==> src/rtl/jp_multi_reader_if.sv <==
// Pin-side and core-side signals of the multi-port game-pad reader.
// slave = reader, master = pads plus NES core.
interface jp_multi_reader_if #(
  parameter int N_PORTS = 2,
  parameter int N_BITS  = 8
);
  logic                        poll_req;
  logic [N_PORTS-1:0]          jp_data;
  logic                        jp_latch;
  logic                        jp_clk;
  logic [N_PORTS*N_BITS-1:0]   buttons;
  logic                        valid;
  logic                        busy;

  modport slave  (input  poll_req, jp_data,
                  output jp_latch, jp_clk, buttons, valid, busy);
  modport master (output poll_req, jp_data,
                  input  jp_latch, jp_clk, buttons, valid, busy);
endinterface

==> src/rtl/jp_multi_reader.sv <==
// Serial reader for N 4021-style pads sharing latch/clock lines.
// Optional JP_DEBOUNCE_EN: a port's field updates only on two identical frames.
module jp_port_lane #(
  parameter int N_BITS = 8,
  parameter int IW     = 3
) (
  input  logic              clk,
  input  logic              rst_n,
  input  logic              sample_i,
  input  logic              load_i,
  input  logic [IW-1:0]     idx_i,
  input  logic              data_i,
  output logic [N_BITS-1:0] btn_o
);
  logic [N_BITS-1:0] shift_q, btn_q;
`ifdef JP_DEBOUNCE_EN
  logic [N_BITS-1:0] prev_q;
`endif

  always_ff @(posedge clk or negedge rst_n) begin
    if (!rst_n) begin
      shift_q <= '1;
      btn_q   <= '0;
`ifdef JP_DEBOUNCE_EN
      prev_q  <= '0;
`endif
    end else begin
      if (sample_i) shift_q[idx_i] <= data_i;
      if (load_i) begin
`ifdef JP_DEBOUNCE_EN
        // prev_q is kept in pressed polarity so its reset value means released
        if (~shift_q == prev_q) btn_q <= ~shift_q;
        prev_q <= ~shift_q;
`else
        btn_q <= ~shift_q;
`endif
      end
    end
  end

  assign btn_o = btn_q;
endmodule

module jp_multi_reader #(
  parameter int N_PORTS      = 2,
  parameter int N_BITS       = 8,
  parameter int CLK_DIV      = 50,
  parameter int LATCH_CYCLES = 100,
  parameter int POLL_CYCLES  = 1666667
) (
  input  logic            clk,
  input  logic            rst_n,
  jp_multi_reader_if.slave bus
);
  localparam int CMAX = (LATCH_CYCLES > CLK_DIV) ? LATCH_CYCLES : CLK_DIV;
  localparam int CW   = (CMAX > 1) ? $clog2(CMAX) : 1;
  localparam int TW   = (POLL_CYCLES > 1) ? $clog2(POLL_CYCLES) : 1;
  localparam int IW   = (N_BITS > 1) ? $clog2(N_BITS) : 1;

  localparam logic [2:0] IDLE  = 3'd0;
  localparam logic [2:0] LATCH = 3'd1;
  localparam logic [2:0] LOW   = 3'd2;
  localparam logic [2:0] HIGH  = 3'd3;
  localparam logic [2:0] DONE  = 3'd4;

  logic [2:0]    state_q, state_d;
  logic [CW-1:0] cnt_q, cnt_d;
  logic [IW-1:0] idx_q, idx_d;
  logic [TW-1:0] tmr_q, tmr_d;
  logic          pend_q, pend_d;
  logic          tmr_tc, sample, load;
  logic [N_PORTS-1:0][N_BITS-1:0] btn;

  assign tmr_tc = (tmr_q == TW'(POLL_CYCLES - 1));
  assign tmr_d  = tmr_tc ? '0 : tmr_q + 1'b1;

  // A request in the cycle pending is consumed wins over the clear
  always_comb begin
    pend_d = pend_q;
    if (state_q == IDLE && pend_q) pend_d = 1'b0;
    if (tmr_tc || bus.poll_req)    pend_d = 1'b1;
  end

  always_comb begin
    state_d = state_q;
    cnt_d   = cnt_q;
    idx_d   = idx_q;
    sample  = 1'b0;
    load    = 1'b0;
    case (state_q)
      IDLE: if (pend_q) begin
        state_d = LATCH;
        cnt_d   = '0;
      end
      LATCH: if (cnt_q == CW'(LATCH_CYCLES - 1)) begin
        state_d = LOW;
        cnt_d   = '0;
        idx_d   = '0;
      end else cnt_d = cnt_q + 1'b1;
      LOW: if (cnt_q == CW'(CLK_DIV - 1)) begin
        sample  = 1'b1;
        state_d = HIGH;
        cnt_d   = '0;
      end else cnt_d = cnt_q + 1'b1;
      HIGH: if (cnt_q == CW'(CLK_DIV - 1)) begin
        cnt_d = '0;
        if (idx_q == IW'(N_BITS - 1)) begin
          // buttons load here so the new word is visible while valid is high
          state_d = DONE;
          load    = 1'b1;
        end else begin
          state_d = LOW;
          idx_d   = idx_q + 1'b1;
        end
      end else cnt_d = cnt_q + 1'b1;
      DONE:    state_d = IDLE;
      default: state_d = IDLE;
    endcase
  end

  always_ff @(posedge clk or negedge rst_n) begin
    if (!rst_n) begin
      state_q <= IDLE;
      cnt_q   <= '0;
      idx_q   <= '0;
      tmr_q   <= '0;
      pend_q  <= 1'b0;
    end else begin
      state_q <= state_d;
      cnt_q   <= cnt_d;
      idx_q   <= idx_d;
      tmr_q   <= tmr_d;
      pend_q  <= pend_d;
    end
  end

  for (genvar p = 0; p < N_PORTS; p++) begin : g_lane
    jp_port_lane #(.N_BITS(N_BITS), .IW(IW)) u_lane (
      .clk      (clk),
      .rst_n    (rst_n),
      .sample_i (sample),
      .load_i   (load),
      .idx_i    (idx_q),
      .data_i   (bus.jp_data[p]),
      .btn_o    (btn[p])
    );
  end

  // Pin levels decode straight from state so reset forces them asynchronously
  assign bus.jp_latch = (state_q == LATCH);
  assign bus.jp_clk   = (state_q != LOW);
  assign bus.valid    = (state_q == DONE);
  assign bus.busy     = (state_q != IDLE);
  assign bus.buttons  = btn;
endmodule

==> src/flat_wrapper.sv <==
// flat-port wrapper written by rule: the top's interface ports become plain ports
module jp_multi_reader_flat 
#(
  parameter int N_PORTS      = 2,
  parameter int N_BITS       = 8,
  parameter int CLK_DIV      = 50,
  parameter int LATCH_CYCLES = 100,
  parameter int POLL_CYCLES  = 1666667
)
  (clk, rst_n, bus_poll_req, bus_jp_data, bus_jp_latch, bus_jp_clk, bus_buttons, bus_valid, bus_busy);
  jp_multi_reader_if #(.N_PORTS(N_PORTS), .N_BITS(N_BITS)) bus_i ();
  input  logic clk;
  input  logic rst_n;
  input wire logic [$bits(bus_i.poll_req)-1:0] bus_poll_req;
  input wire logic [$bits(bus_i.jp_data)-1:0] bus_jp_data;
  output wire logic [$bits(bus_i.jp_latch)-1:0] bus_jp_latch;
  output wire logic [$bits(bus_i.jp_clk)-1:0] bus_jp_clk;
  output wire logic [$bits(bus_i.buttons)-1:0] bus_buttons;
  output wire logic [$bits(bus_i.valid)-1:0] bus_valid;
  output wire logic [$bits(bus_i.busy)-1:0] bus_busy;
  assign bus_i.poll_req = bus_poll_req;
  assign bus_i.jp_data = bus_jp_data;
  assign bus_jp_latch = bus_i.jp_latch;
  assign bus_jp_clk = bus_i.jp_clk;
  assign bus_buttons = bus_i.buttons;
  assign bus_valid = bus_i.valid;
  assign bus_busy = bus_i.busy;
  jp_multi_reader #(.N_PORTS(N_PORTS), .N_BITS(N_BITS), .CLK_DIV(CLK_DIV), .LATCH_CYCLES(LATCH_CYCLES), .POLL_CYCLES(POLL_CYCLES)) u_core (.clk(clk), .rst_n(rst_n), .bus(bus_i));
endmodule
==> config.mk <==
export PLATFORM = sky130hd
export DESIGN_NAME = jp_multi_reader_flat
export DESIGN_NICKNAME = d
export VERILOG_FILES = /design/src/rtl/jp_multi_reader_if.sv /design/src/rtl/jp_multi_reader.sv /design/src/flat_wrapper.sv
export SDC_FILE = /design/constraint.sdc
export NUM_CORES = 1
export LEC_CHECK = 0
export ABC_CLOCK_PERIOD_IN_PS = 2550
export CAP_MARGIN = 30
export CORE_ASPECT_RATIO = 1.1
export CORE_MARGIN = 1
export CORE_UTILIZATION = 55
export CTS_CLUSTER_DIAMETER = 80
export DETAILED_ROUTE_END_ITERATION = 10
export PLACE_DENSITY = 0.76
export SKIP_CTS_REPAIR_TIMING = 1
export SYNTH_ARGS = -nofsm -noshare
export SYNTH_HDL_FRONTEND = slang
export SYNTH_SLANG_ARGS = --single-unit
export TNS_END_PERCENT = 5
==> constraint.sdc <==
create_clock -name clk -period 2.55 [get_ports clk]
set_clock_uncertainty 0.05 [all_clocks]
set_input_delay 0.255 -clock clk [delete_from_list [all_inputs] [get_ports clk]]
set_output_delay 0.255 -clock clk [all_outputs]
set_load 0.01 [all_outputs]
==> results.toml <==
[timing]
tightest_slew_ns = 0.8032
rsz0062_at_grt = "false"
fin_tns_setup_ns = 0
slew_headroom_pct = 46.45
hold_viol = 0
period_share_pct = 85.57
finalSetupViolations = 0
layout_min_cycle_time_ns = 2.182
fmax_mhz = 458.3
holdWs_ns = 0.04509
slew_viol_final = 0

[synth]
synth_fa_ha_area_share_pct = 2.415
yosys_warnings = 0
syn_nets = 300
synthCells = 289
synth_simple_gate_area_share_pct = 23.23
synthXorXnorAreaFrac_pct = 6.481
synth-compound-area-share_pct = 5.596
avgSynthCellArea_um2 = 10.75
ys_async_sr_fraction_pct = 100.0
synth_cell_type_count = 44
synth-edff-count = 0
synth_top_family_by_area = "simple AND/OR/NAND/NOR gates"
ys_ff_latch = 67
synth_area_mm2 = 0.003108
synthFlopType = "dfrtp_1"
muxShareOfSynthArea_pct = 5.797
yosysSeqAreaShare_pct = 54.59

[cts]
cts_buffers = 9
cts_root_buf = "clkbuf_8"
clock_path_buffers = 2
path_clk_slew_ns = 0.07
cts_tree = "done"
htree_levels = 3
clock-sinks = 67
worstSkewPairLatency_ns = 0.34

[setup_path]
critPathArrivalTime_ns = 2.40
cp-end-kind = "register"
crit_fanout = 10
worst_setup_path_start_kind = "register"
required_ns = 2.77
critical_path_class = "reg -> reg"

[floorplan]
start_util_pct = 57.61
fp.dieW_um = 73.68
core_mm2 = 0.005395
die_y_um = 80.84
rows = 28
ios = 25
dieArea_mm2 = 0.005956

[cells_and_area]
final_layout_size_suffix_gt1_share_pct = 15.60
fin_nets = 333
antennaDiodeCount = 0
syn2layout_area_growth_pct = 18.80
fin_cells = 402

[global_routing]
grt_pass1_vias = 2199
grt_pass1_wl_mm = 9.867
gr-total-overflow = 0
antenna_found_initial = 0
groute.usage.overall_pct = 21.99
grt_max_degree = 68

[detailed_routing]
first_iter_violations = 135
ant_nets = 0
viasPerCell = 5.585
dr_total_vias = 2245
drc = 0
routedWlPerCell_um = 14.26
routed_wl_mm = 5.731
first_pass_iters = 4

[placed_design]
gp_congestion = 0.8439
place_inst = 386
dpl.hpwl_mm = 3.877
portBuffers = 24

[power_and_ir_drop]
power_density_mw_per_mm2 = 673.1
p_total_mw = 2.485
ir_drop_mv = 0.5855
p_leak_nw = 1.562

[hold_path]
worst_hold_path_type = "in -> async"

[status]
status = "finished, final reports clean"

[flow_run]
cap_violations = 0
## cell usage after synthesis, types with 6 or more instances
library cell / n / area, um2
nor2_1: 29 / 108.9
o21ai_0: 18 / 90.09
nor4_1: 6 / 37.54
nand4_1: 10 / 62.56
nor3_1: 8 / 40.04
mux2_1: 11 / 123.9
dfstp_2: 16 / 420.4
dfrtp_1: 51 / 1276
clkbuf_1: 6 / 22.52
nand3_1: 13 / 65.06
ha_1: 6 / 75.07
nand2_1: 32 / 120.1
inv_1: 7 / 26.28
xor2_1: 7 / 61.31
xnor2_1: 16 / 140.1
## metal layers
layer	up-vias	GRT usage (%)	share of wire, %
li1	1091	-	-
met1	1106	27.98	46
met2	38	35.87	49
met3	10	6.203	3.2
met4	0	7.692	1.5
met5	-	0	0
## registers in the layout, summed over array words and instances (netlist names)
register / flops
u_core.tmr_q: 21
u_core.g_lane.u_lane.btn_o: 16
u_core.g_lane.u_lane.shift_q: 16
u_core.cnt_q: 7
u_core.idx_q: 3
u_core.state_q: 3
u_core.pend_q: 1
## worst max-delay path: stages, from the launching register on
cell and delay [ns]:
dfrtp_1 0.48, or3b_4 0.45, or4_4 0.57, nor3_2 0.20, mux2_1 0.36
## layout by cell type (no fill, tap or decap), types with 5 or more instances in the layout
cell type,netlist,final
nand2_1,32,32
xor2_1,7,7
nor4_1,6,6
buf_4,0,6
nand4_1,10,10
clkdlybuf4s50_1,0,23
mux2_1,11,11
mux2_2,5,5
xnor2_1,16,16
ha_1,6,6
nor2_1,29,29
nor3_1,8,8
clkbuf_8,0,10
inv_1,7,7
dfrtp_1,51,51
o21ai_0,18,18
nand3_1,13,13
dfstp_2,16,16
## cells by family after synthesis
group                      Yosys count
and+or+nand+nor                    132
DFF                                 67
AOI/OAI and AO/OA                   30
xor gates and xnor gates            23
muxes                               16
buffers and inverters               15
adders and majority gates            6
## layout make-up
| type | instances | area (um2) |
|---|---|---|
| clock buffer | 12 | 145.1 |
| clock inverter | 4 | 97.59 |
| fill | 439 | 1703 |
| inverter | 7 | 26.28 |
| multi-input combinational | 207 | 1353 |
| sequential | 67 | 1697 |
| tap | 75 | 93.84 |
| timing repair buffer | 30 | 280.3 |
## power breakdown
part           total, mW  leakage, nW  internal, mW  switching [mW]
Combinational      0.222        0.597         0.107           0.115
Clock               1.08        0.117         0.678           0.399
Sequential          1.19        0.848          1.12          0.0665
## stage by stage
step           setup WS [ns]  area [um2]  util (%)
3_5_place_dp          0.3898        3450     63.94
3_3_place_gp          0.4417        3450     63.94
6_report              0.3679        3692     68.44
5_1_grt               0.3182        3692     68.44
2_1_floorplan         0.4479        3108         -
4_1_cts               0.3704        3692     68.44
## final timing paths
check	start	endpoint	slack, ns	cells after the start
setup / recovery	u_core.state_q[0]	u_core.g_lane[1].u_lane.shift_q[1]	0.37	4
max in group asynchronous	rst_n	u_core.cnt_q[0]	1.89	2
setup reg to reg	u_core.state_q[0]	u_core.g_lane[1].u_lane.shift_q[1]	0.37	4
hold / removal	rst_n	u_core.tmr_q[16]	0.05	2
hold reg to reg	u_core.g_lane[0].u_lane.btn_o[5]	u_core.g_lane[0].u_lane.btn_o[5]	0.43	2
min in group clk	u_core.g_lane[0].u_lane.btn_o[5]	u_core.g_lane[0].u_lane.btn_o[5]	0.43	2
Note: power is estimated with default switching activity, not from simulation.
